## config.mk

```make
export PLATFORM = sky130hd
export DESIGN_NAME = dtw_ref_rd_arb
export DESIGN_NICKNAME = d
export VERILOG_FILES = /design/src/rtl/dtw_ref_rd_arb_pkg.sv /design/src/rtl/dtw_rr_pick.sv /design/src/rtl/dtw_ref_rd_arb.sv
export SDC_FILE = /design/constraint.sdc
export NUM_CORES = 1
export LEC_CHECK = 0
export BUFFER_PORTS_ARGS = -buffer_cell sky130_fd_sc_hd__buf_2
export CORE_MARGIN = 3
export CORE_UTILIZATION = 30
export CTS_BUF_LIST = sky130_fd_sc_hd__clkbuf_16
export DETAILED_ROUTE_END_ITERATION = 8
export HOLD_SLACK_MARGIN = 0.08
export SETUP_SLACK_MARGIN = 0.1
export SYNTH_ARGS = -nofsm -noshare
export SYNTH_HDL_FRONTEND = slang
export SYNTH_SLANG_ARGS = --single-unit
export TNS_END_PERCENT = 30
```

## constraint.sdc

```tcl
create_clock -name clk_in -period 9.1 [get_ports clk_in]
set_input_delay 1.82 -clock clk_in [delete_from_list [all_inputs] [get_ports clk_in]]
set_output_delay 1.82 -clock clk_in [all_outputs]
set_load 0.01 [all_outputs]
```

## src/rtl/dtw_ref_rd_arb_pkg.sv

```systemverilog
// Shared definitions for the DTW reference-memory read arbiter: FSM encoding and default sizing.
package dtw_ref_rd_arb_pkg;

  typedef enum logic [1:0] {
    ST_IDLE    = 2'd0,
    ST_GRANT   = 2'd1,
    ST_BLOCKED = 2'd2
  } arb_state_t;

  localparam int DEF_NUM_REQ   = 4;
  localparam int DEF_BURST_MAX = 16;

endpackage

```

## src/rtl/dtw_rr_pick.sv

```systemverilog
// Combinational round-robin picker: one-hot winner among req, searching upward from last_owner+1.
module dtw_rr_pick #(
  parameter int NUM_REQ = 4
) (
  input  logic [NUM_REQ-1:0]         req,
  input  logic [$clog2(NUM_REQ)-1:0] last_owner,
  output logic [NUM_REQ-1:0]         winner
);

  localparam int IDX_W = $clog2(NUM_REQ);

  logic             found;
  logic [IDX_W-1:0] idx;

  always_comb begin
    winner = '0;
    found  = 1'b0;
    idx    = '0;
    for (int k = 1; k <= NUM_REQ; k++) begin
      idx = IDX_W'((int'(last_owner) + k) % NUM_REQ);
      if (!found && req[idx]) begin
        winner[idx] = 1'b1;
        found       = 1'b1;
      end
    end
  end

endmodule

```

## src/rtl/dtw_ref_rd_arb.sv

```systemverilog
// Round-robin burst arbiter sharing one reference-memory read port among DTW cores.
// Optional stall statistics output enabled by defining DTW_REF_ARB_STATS_EN.
module dtw_ref_rd_arb
  import dtw_ref_rd_arb_pkg::*;
#(
  parameter int NUM_REQ          = DEF_NUM_REQ,
  parameter int DATA_WIDTH       = 16,
  parameter int REFMEM_PTR_WIDTH = 20,
  parameter int BURST_MAX        = DEF_BURST_MAX
) (
  input  logic                                clk_in,
  input  logic                                rst_in,
  input  logic                                ref_load_done_in,
  input  logic [NUM_REQ-1:0]                  req_in,
  input  logic [NUM_REQ*REFMEM_PTR_WIDTH-1:0] addr_in,
  output logic [NUM_REQ-1:0]                  gnt_out,
  output logic [REFMEM_PTR_WIDTH-1:0]         ref_addr_out,
  input  logic [DATA_WIDTH-1:0]               ref_data_in,
  output logic [DATA_WIDTH-1:0]               rdata_out,
  output logic [NUM_REQ-1:0]                  rvalid_out,
  output logic                                busy_out,
  output logic [1:0]                          dbg_state
`ifdef DTW_REF_ARB_STATS_EN
  ,
  output logic [31:0]                         dbg_stall_cnt
`endif
);

  localparam int IDX_W = $clog2(NUM_REQ);
  localparam int CNT_W = $clog2(BURST_MAX + 1);

  arb_state_t                  state_reg, state_next;
  logic [NUM_REQ-1:0]          gnt_next;
  logic [IDX_W-1:0]            last_owner_reg;
  logic [IDX_W-1:0]            next_idx;
  logic [CNT_W-1:0]            beat_cnt_reg, beat_cnt_next, beat_cnt_inc;
  logic [NUM_REQ-1:0]          accept;
  logic [NUM_REQ-1:0]          pend_vld_reg;
  logic [NUM_REQ-1:0]          pick_gnt;
  logic                        any_req, owner_req;
  logic [REFMEM_PTR_WIDTH-1:0] addr_arr [NUM_REQ];
  logic [REFMEM_PTR_WIDTH-1:0] addr_sel;

  for (genvar gi = 0; gi < NUM_REQ; gi++) begin : g_addr
    assign addr_arr[gi] = addr_in[gi*REFMEM_PTR_WIDTH +: REFMEM_PTR_WIDTH];
  end

  assign any_req      = |req_in;
  assign accept       = req_in & gnt_out;
  assign owner_req    = |accept;
  assign beat_cnt_inc = beat_cnt_reg + 1'b1;

  // last_owner always tracks the current owner while granted, so the owner's own
  // bit is masked out and the search naturally starts at the next requester.
  dtw_rr_pick #(
    .NUM_REQ(NUM_REQ)
  ) u_pick (
    .req       (req_in & ~gnt_out),
    .last_owner(last_owner_reg),
    .winner    (pick_gnt)
  );

  always_comb begin
    state_next    = state_reg;
    gnt_next      = gnt_out;
    beat_cnt_next = beat_cnt_reg;
    case (state_reg)
      ST_IDLE: begin
        gnt_next = '0;
        if (any_req) begin
          if (ref_load_done_in) begin
            state_next    = ST_GRANT;
            gnt_next      = pick_gnt;
            beat_cnt_next = '0;
          end else begin
            state_next = ST_BLOCKED;
          end
        end
      end
      ST_BLOCKED: begin
        gnt_next = '0;
        if (!any_req) begin
          state_next = ST_IDLE;
        end else if (ref_load_done_in) begin
          state_next    = ST_GRANT;
          gnt_next      = pick_gnt;
          beat_cnt_next = '0;
        end
      end
      ST_GRANT: begin
        if (!ref_load_done_in) begin
          state_next    = ST_BLOCKED;
          gnt_next      = '0;
          beat_cnt_next = '0;
        end else if (owner_req) begin
          if (beat_cnt_inc == CNT_W'(BURST_MAX)) begin
            beat_cnt_next = '0;
            if (|pick_gnt) gnt_next = pick_gnt;
          end else begin
            beat_cnt_next = beat_cnt_inc;
          end
        end else begin
          beat_cnt_next = '0;
          if (|pick_gnt) begin
            gnt_next = pick_gnt;
          end else begin
            state_next = ST_IDLE;
            gnt_next   = '0;
          end
        end
      end
      default: begin
        state_next    = ST_IDLE;
        gnt_next      = '0;
        beat_cnt_next = '0;
      end
    endcase
  end

  always_comb begin
    next_idx = '0;
    for (int i = 0; i < NUM_REQ; i++) begin
      if (gnt_next[i]) next_idx = IDX_W'(i);
    end
  end

  assign addr_sel = addr_arr[next_idx];

  always_ff @(posedge clk_in or posedge rst_in) begin
    if (rst_in) begin
      state_reg      <= ST_IDLE;
      gnt_out        <= '0;
      last_owner_reg <= IDX_W'(NUM_REQ - 1);
      beat_cnt_reg   <= '0;
      ref_addr_out   <= '0;
      pend_vld_reg   <= '0;
      rvalid_out     <= '0;
      rdata_out      <= '0;
    end else begin
      state_reg    <= state_next;
      gnt_out      <= gnt_next;
      beat_cnt_reg <= beat_cnt_next;
      if (|gnt_next) begin
        last_owner_reg <= next_idx;
        ref_addr_out   <= addr_sel;
      end
      // Memory returns data one cycle after the address; capture it one more cycle later.
      pend_vld_reg <= accept;
      rvalid_out   <= pend_vld_reg;
      if (|pend_vld_reg) rdata_out <= ref_data_in;
    end
  end

  assign busy_out  = (state_reg != ST_IDLE) || (|pend_vld_reg);
  assign dbg_state = state_reg;

`ifdef DTW_REF_ARB_STATS_EN
  logic [31:0] stall_cnt_reg;

  always_ff @(posedge clk_in or posedge rst_in) begin
    if (rst_in) begin
      stall_cnt_reg <= '0;
    end else if (any_req && !owner_req && (stall_cnt_reg != '1)) begin
      stall_cnt_reg <= stall_cnt_reg + 32'd1;
    end
  end

  assign dbg_stall_cnt = stall_cnt_reg;
`endif

endmodule

```

### Word level (Yosys, flattened, before mapping)

Index checks and enable logic that the tools add are counted.

* bits in registers: 57
* input port bits: 103
* output and inout bits: 47
* logic and storage cells: 110

* $add $sub $neg: 5
* magnitude comparators: 9
* eq/ne operators: 9
* multiplexer cells: 51
* bitwise logic cells: 7
* reductions and logical operators: 21

Operators with widths (number)
* $mux 4: 11
* $bmux 20 s2: 1
* $mux 20: 2
* $mux 5: 5
* $reduce_or 4->1: 5
* $mux 2: 9
* $lt 2x3->1 const B: 4
* $mux 1: 12
* $or 4x4->4: 3
* $pmux 5 s2: 1
* $ne 3x3->1 const B: 3
* $and 4x4->4: 2
* $bmux 1 s2: 4
* $demux 1 s2: 4
* $ge 2x1->1 const B: 4
* $pmux 4 s2: 1
* $logic_and 1x1->1: 7
* $pmux 2 s3: 1
* $add 5x1->5 const B: 1
* $eq 5x5->1 const B: 1
* $add 2x1->2 const B: 2
* $add 2x2->2 const B: 2
* $ne 2x1->1 const B: 2
* $not 4->4: 1
* other kinds (12): 14

### Longest topological paths before layout

Gate-level depths: netlist (run 1).

* depth in word-level cells: 27
* mapped depth: 12
* mapped depth without buffers: 10

### By module

From an unflattened synthesis (run 1), not the netlist that was laid out.

* cell total of the unflattened synthesis: 260
* area, all modules: 3298.2 µm²

By module, submodules not included
* dtw_ref_rd_arb: times used 1, cells an instance 222, area an instance 2940.3 µm², seq. area each 1428.9 µm²
* dtw_rr_pick: times used 1, cells an instance 38, area an instance 357.8 µm², seq. area each 0.0 µm²

### Worst setup path after synthesis (run 1)

OpenSTA, ideal clock, no wires.

* path kind: input to register
* start: in req_in[2]
* end: reg ref_addr_out[1]
* library setup time: 0.126 ns
* arrival time: 3.736 ns
* data required time: 8.974 ns
* path slack: 5.238 ns
* cell stages on the path: 9
* path buffers: 1
* path through: nor2b_1 or4_4 a21oi_4 o21ai_0 a31oi_1 o211ai_4 buf_4 o221ai_1 a2bb2oi_2

* longest elaborated chain between the ends: 26
* elaborated cells on any way between the ends: 45
* classes of those cells: mux: 29; bitwise: 6; reduce/logical: 10

RTL lines
* start, declared: line dtw_ref_rd_arb.sv:14 `input logic [NUM_REQ-1:0] req_in,`
* $and 4x4->4: line dtw_ref_rd_arb.sv:58 `.req (req_in & ~gnt_out),`
* $bmux 1 s2: line dtw_rr_pick.sv:21 `if (!found && req[idx]) begin`
* $mux 1 (implied by the code): line dtw_rr_pick.sv:21
* $mux 1: line dtw_rr_pick.sv:21
* $logic_not 1->1: line dtw_rr_pick.sv:21
* $logic_and 1x1->1: line dtw_rr_pick.sv:21
* $mux 1: line dtw_rr_pick.sv:21
* $logic_not 1->1: line dtw_rr_pick.sv:21
* (+8 left out)
* $mux 4: line dtw_ref_rd_arb.sv:95 `end else if (owner_req) begin`
* $mux 4: line dtw_ref_rd_arb.sv:91 `if (!ref_load_done_in) begin`
* $pmux 4 s2 (*): line dtw_ref_rd_arb.sv:67 `case (state_reg)`
* $mux 1: line dtw_ref_rd_arb.sv:123 `if (gnt_next[i]) next_idx = IDX_W'(i);`
* $mux 2 (2 in series): line dtw_ref_rd_arb.sv:123
* $not 2->3 (implied by the code): line dtw_ref_rd_arb.sv:127 `assign addr_sel = addr_arr[next_idx];`
* $bmux 20 s2: line dtw_ref_rd_arb.sv:127
* $mux 20 (implied by the code) (2 in series): line dtw_ref_rd_arb.sv:127
* end signal, assigned: line dtw_ref_rd_arb.sv:145 `ref_addr_out <= addr_sel;`
* end, declared: line dtw_ref_rd_arb.sv:17 `output logic [REFMEM_PTR_WIDTH-1:0] ref_addr_out,`

Every way passes the cells marked *; elsewhere a longest branch is shown, timed or not. The select of a mux whose other input is x is not followed.
A chain may end at the register's enable or synchronous reset.

### Worst setup path after layout (run 1)

* start: in req_in[0]
* end: reg ref_addr_out[14]

Same word-level chain as after synthesis.

==> summary.txt, run 1 <==
Global route
  • Gr ovfl total: 0
  • Number of global-route vias before repair: around 3,200
  • Largest net degree at the start of global routing: between 50 and 60
  • Initial antenna violation count: 0
  • Total GRT Usage: between 15 and 20%
  • First-pass GRT wire length: 15,800 um

STA
  • Slew headroom: about 37%
  • Tcrit/Tclk final: roughly half
  • Pins Over Slew Limit: 0
  • F_max: 0.217 GHz
  • # setup viols final: 0
  • RSZ-0062 raised after global routing: false
  • Setup_tns: 0 ns
  • Fin crit period: around 4.6 ns
  • Fin. Hold Viols: 0
  • Worst-margin pin slew: approximately 0.94 ns
  • Clock skew: between 0.01 and 0.015 ns

Clock tree
  • Num CTS Buffers: 9
  • Root buf cell: clkbuf_16
  • Worst-path clk slew: roughly 0.050 ns
  • Depth of the CTS H-tree: 3
  • Hold buffers post-CTS: 0
  • Post-CTS sizing: 0
  • Clock Tree Buf Depth: 2
  • CTS tree: yes
  • Postcts setup bufs: 0
  • Clock Latency Late Sink: approximately 0.32 ns
  • Clk sink count: 57

Worst setup path
  • Reg2reg setup slack: approximately 5 ns
  • WP data required: around 9.3 ns
  • Max stage delay cell, worst path: o211a_1
  • Critical Path End Type: register
  • CP Max Fanout: 22
  • Crit start category: input port
  • Setup CP Type: in -> reg
  • Crit path arrival time: 4.81 ns
  • CP Cell Sequence: buf_2 > nor2b_2 > mux4_2 > a222oi_1 > a31o_2 > o211a_1 > nand2_2 > a2bb2oi_1
  • Max stage delay on crit path: ~0.63 ns

Cells and area
  • Area of the multi-input gates: about 0.0018 mm^2
  • Fill cell count: roughly 1,000
  • Design area: ~0.0044 mm^2
  • Share of cells above drive strength 1: around half
  • Synth-to-layout area growth: 35.7%
  • Storage cell area: between 0.001 and 0.0015 mm^2
  • ANT cells: 0
  • Fin nets: 554
  • Largest register FFs: 20

Placement
  • Routability cong.: between 0.8 and 0.9
  • PortBufs: 149
  • Placed Instance Area: between 0.004 and 0.005 mm^2
  • Detailed Place HPWL: 7240 um

Synth
  • YS warnings: 0
  • Number of flops mapped to enable cells by yosys: 0
  • Synth Area per Inst: 11.3 um^2
  • Seq cells post-synth: between 50 and 60
  • Sequential share of the synthesized area: 43.6%
  • Synth cell types: 64
  • Synth async-reset ratio: 100%
  • Cell count after synthesis: between 200 and 300
  • Post-synthesis cell area: around 0.0033 mm^2
  • Net Count, Synth: 403
  • Top_reg_cell synth: dfrtp_1

Route
  • Number of remaining DRC errors: 0
  • Total Wirelength: 9630 um
  • Via count: 3,028
  • WL/cell: roughly 17 um
  • Routed vias/inst: 5.19
  • Drt pass-1 iters: 4
  • Initial detailed-routing violation count: around 120
  • Routed Antenna Nets: 0

Die
  • Rows: 37
  • I/O pins: 150
  • Die ar.: about 0.012 mm^2
  • Initial Util: a little under a third
  • Core area: ~0.010 mm^2
  • Height of the die: between 100 and 150 um
  • Die width: 111 um

Power
  • Comb pwr share: a little under three fifths
  • Pleak: between 2 and 2.5 nW
  • Switching Share: 40.6%
  • Peak supply drop: between 0.00015 and 0.0002 V
  • Final total power: around 1.8 mW
  • Seq pwr share: 26.0%
  • Net load switching power: ~730 uW
  • Internal power: about 1.1 mW
  • Clock share of power: 17.7%
  • Power Density: slightly above 400 mW/mm^2

Status
  • Status: complete, no violations

Worst hold path
  • Hold Path Class: reg -> reg

Job
  • Max-cap check violation count: 0
==> power by group through the flow <==
| stage | Combinational, mW | Sequential, mW | Clock [mW] |
|---|---|---|---|
| 2_1_floorplan | 0.724 | 0.499 | 0 |
| 3_3_place_gp | 1.01 | 0.470 | 0 |
| 3_5_place_dp | 1.03 | 0.471 | 0 |
| 4_1_cts | 1.03 | 0.471 | 0.327 |
| 5_1_grt | 1.12 | 0.488 | 0.337 |
| 6_report | 1.02 | 0.470 | 0.319 |
==> layer usage <==
layer  share of wire [%]  global-route usage [%]  up-vias
li1                    -                       -     1463
met1                  43                    19.1     1430
met2                  48                    26.5      122
met3                 7.8                    4.99       13
met4                 1.4                    4.76        0
met5                   0                       0        -
==> placed cells by master, fill, tap and decap left out, types with 5 or more instances in the layout <==
| cell | n |
|---|---|
| inv_1 | 8 |
| a21boi_0 | 5 |
| a22oi_1 | 25 |
| buf_2 | 149 |
| o221ai_1 | 19 |
| nand3_1 | 5 |
| ha_1 | 9 |
| a2bb2oi_1 | 8 |
| nor2_1 | 10 |
| a2bb2oi_2 | 10 |
| dfrtp_1 | 55 |
| and2_1 | 5 |
| mux2_2 | 16 |
| clkbuf_16 | 9 |
| o21ai_0 | 12 |
| nand2_1 | 20 |
==> path summary, 6_finish.rpt <==
| check | start | endpoint | depth (start not counted) |
|---|---|---|---|
| max reg2reg | last_owner_reg[0] | ref_addr_out[14] | 8 |
| min in group asynchronous | rst_in | rdata_out[15] | 3 |
| max | req_in[0] | ref_addr_out[14] | 8 |
| max in group asynchronous | rst_in | gnt_out[3] | 3 |
| min reg2reg | pend_vld_reg[0] | rvalid_out[0] | 0 |
| min | pend_vld_reg[0] | rvalid_out[0] | 0 |
==> per-stage QoR <==
step                hold WS [ns]  worst slack (ns)  instances  utilization (%)
global route               0.406              4.26        583             42.5
detailed placement         0.382              4.19        567             39.8
CTS                        0.393              4.49        583             42.5
global placement           0.378              4.27        567             39.8
finish                     0.394              4.48        583             42.5
floorplan                  0.354              5.24        291                -
==> layout make-up <==
type                            count  area share [%]
Multi-Input combinational cell    214            39.7
Sequential cell                    57            32.1
Timing Repair Buffer              152            17.3
Clock buffer                        9            5.06
Tap cell                          136            3.82
Clock inverter                      7            1.41
Inverter                            8           0.675
==> cell usage after synthesis (4+ instances only) <==
cell type  count  area (um^2)
a2bb2oi_2     10          150
nand2_1       20         75.1
o221ai_1      19          166
a21boi_0       5         37.5
mux2_2        16          180
nor2b_1        4         25.0
nand3_1        5         25.0
nor4_1         4         25.0
a2bb2oi_1      8         70.1
o21ai_0       12         60.1
o31ai_1        4         30.0
a211oi_1       4         30.0
inv_1          8         30.0
dfrtp_1       55         1380
nor2_1        10         37.5
and2_1         5         31.3
ha_1           9          113
a22oi_1       25          188
buf_2          8         40.0
==> kinds of logic after synthesis <==
kind of cell	Yosys count	synth area share [%]
fa+ha+maj	9	3.44
compound gates	117	30.5
buf+inv	20	3.05
simple gates	70	12.6
flops	57	43.6
mux	18	6.87
==> worst max-delay path: cells and delay by family <==
kind	cells	cell delay (ns)
AOI/OAI and AO/OA	4	1.60
and+or+nand+nor	2	0.68
muxes	1	0.57
buffers and inverters	1	0.13
Power figures use the tool's default switching activity.
==> run 2, diff against run 1 <==
Clock period 9.1 ns to 4.7 ns, I/O delays scaled along.
==> run 2 against run 1 <==
Compared with the run above: highest routed layer is now met5; clock skew is 0.00083 ns lower; register-to-register slack worse by 4.0 ns; cell count is 0.17% higher; clock power is 75% higher; critical endpoint is now ref_addr_out[2]; power is 91% higher; critical path type is now reg -> reg; largest power group unchanged; worst setup slack worse by 3.6 ns; via count is 2.2% higher; final area is 0.25% lower; critical path depth is 1 higher; die area stayed put; global-route usage hardly changed; combinational power is 95% higher.
==> summary.txt, run 2 (synthesis gave the netlist of run 1 again) <==
Worst setup path
  • Critical Path End Type: register
  • Max stage delay on crit path: between 0.7 and 0.8 ns
  • Worst Path Buf+Inv: 1
  • CP Cell Sequence: inv_1 > ha_1 > mux4_2 > nor2_4 > nor4_4 > o221ai_2 > and2_1 > o221ai_1 > a2bb2oi_2
  • Crit start category: register
  • WP data required: 4.95 ns
  • Reg2reg path depth: 9
  • CP Max Fanout: 22
  • Crit path arrival time: between 4 and 5 ns
  • CP top delay family: simple AND/OR/NAND/NOR gates
  • CP Depth: 9
  • Max stage delay cell, worst path: and2_1
  • Setup CP Type: reg -> reg

Die
  • Height of the die: 111 um
  • Rows: 37
  • Initial Util: between 30 and 40%
  • Die width: approximately 110 um
  • I/O pins: 150
  • Core area: approximately 0.010 mm^2
  • Die ar.: 0.0122 mm^2

STA
  • Worst-margin pin slew: about 0.87 ns
  • Tcrit/Tclk final: around four fifths
  • Clock skew: around 0.0092 ns
  • Fin crit period: roughly 3.8 ns
  • # setup viols final: 0
  • Fin. Hold Viols: 0
  • Slew headroom: a little over two fifths
  • F_max: about 0.27 GHz
  • Setup_tns: 0 ns
  • Pins Over Slew Limit: 0
  • WHS: approximately 0.4 ns
  • RSZ-0062 raised after global routing: false

Placement
  • Placed Instance Area: approximately 0.0042 mm^2
  • Placed Cells: approximately 570
  • Detailed Place HPWL: roughly 7400 um
  • PortBufs: 149
  • Routability cong.: about 0.83

Route
  • Initial detailed-routing violation count: 200
  • Drt pass-1 iters: 4
  • Via count: 3,094
  • Total Wirelength: 9710 um
  • Routed Antenna Nets: 0
  • Number of remaining DRC errors: 0
  • WL/cell: ~17 um
  • Routed vias/inst: 5.30

Clock tree
  • Root buf cell: clkbuf_16
  • Worst-path clk slew: 0.05 ns
  • Clk sink count: 57
  • Postcts setup bufs: 0
  • Num CTS Buffers: 9
  • Post-CTS sizing: 0
  • Clock Tree Buf Depth: 2
  • CTS tree: yes
  • Depth of the CTS H-tree: 3
  • Hold buffers post-CTS: 0
  • Clock Latency Late Sink: ~0.32 ns

Power
  • Switching Share: a little over 40%
  • Power Density: ~780 mW/mm^2
  • Pleak: just over 2 nW
  • Clock share of power: about 16%
  • Comb pwr share: about 57%
  • Seq pwr share: a little over a quarter
  • Net load switching power: ~1.4 mW
  • Peak supply drop: 0.000356 V
  • Internal power: about 2.0 mW

Global route
  • Initial antenna violation count: 1
  • First-pass GRT wire length: between 15,000 and 20,000 um
  • Total GRT Usage: between 15 and 20%
  • Gr ovfl total: 0
  • Largest net degree at the start of global routing: 58
  • Number of global-route vias before repair: 3,191

Cells and area
  • Fin cells: slightly below 600
  • ANT cells: 0
  • Commonest cells after routing, fill and taps aside: 149 x buf_2, 55 x dfrtp_1, 25 x a22oi_1, 20 x nand2_1, 19 x o221ai_1
  • Design area: about 0.0044 mm^2
  • Storage cell area: roughly 0.0014 mm^2
  • Fill cell count: 1,077
  • Largest register FFs: 20
  • Synth-to-layout area growth: 35.4%
  • Most common cell after layout, fill and taps aside: buf_2
  • Fin nets: around 560
  • Area of the multi-input gates: roughly 0.0018 mm^2
  • Share of cells above drive strength 1: 48.9%
  • Final core utilization: between 40% and 50%

Status
  • Status: complete, no violations

Job
  • Max-cap check violation count: 0

Worst hold path
  • Worst Hold Depth: 0
  • Hold Path Class: reg -> reg
==> run 2: cell count changes in the layout (fill, tap and decap cells not counted) <==
| cell | previous run | this run |
|---|---|---|
| clkinv_4 | 1 | 0 |
| buf_4 | 3 | 5 |
| inv_1 | 8 | 7 |
| bufinv_16 | 1 | 0 |
| clkinvlp_4 | 1 | 3 |
| clkinv_2 | 1 | 2 |
| clkinv_1 | 2 | 1 |
==> run 2: worst paths after layout <==
path | from | to | slack (ns)
setup / recovery | last_owner_reg[0] | ref_addr_out[2] | 0.93
hold / removal | pend_vld_reg[2] | rvalid_out[2] | 0.39
setup reg to reg | last_owner_reg[0] | ref_addr_out[2] | 0.93
hold reg to reg | pend_vld_reg[2] | rvalid_out[2] | 0.39
max in group asynchronous | rst_in | ref_addr_out[10] | 3.41
min in group asynchronous | rst_in | rdata_out[15] | 0.81
==> run 2: final cells by class <==
type	instances	share of cell area [%]
clock buffers	9	5.07
clock inverters	6	0.818
inverters	8	0.677
multi-input cells	214	39.8
flip-flops and latches	57	32.2
well taps	136	3.83
repair buffers	154	17.6
==> run 2: worst reg2reg max path: stages, from the launching register on <==
cell and delay [ns]:
dfstp_2 0.67, inv_1 0.20, ha_1 0.41, mux4_2 0.62, nor2_4 0.21, nor4_4 0.10
o221ai_2 0.31, and2_1 0.76, o221ai_1 0.26, a2bb2oi_2 0.18
==> run 2: stage by stage <==
step	power, mW	setup WS [ns]
floorplan	2.37	1.60
global placement	2.87	1.01
detailed placement	2.93	0.930
CTS	3.50	0.928
global route	3.72	0.650
finish	3.45	0.931
==> run 2: metal layers <==
| layer | part of all wire [%] | routed length [um] | global-route usage [%] |
|---|---|---|---|
| met5 | 0.072 | 7 | 0 |
| met4 | 0.97 | 94 | 5.17 |
| met3 | 8.3 | 806 | 4.22 |
| met2 | 48 | 4650 | 26.0 |
| met1 | 43 | 4150 | 19.7 |
==> run 2: power groups by stage <==
stage / combinational, mW / sequential [mW] / clock (mW)
floorplan: 1.40 / 0.965 / 0
global placement: 1.96 / 0.910 / 0
detailed placement: 2.01 / 0.915 / 0
CTS: 2.01 / 0.913 / 0.578
global route: 2.18 / 0.948 / 0.598
finish: 1.99 / 0.911 / 0.558
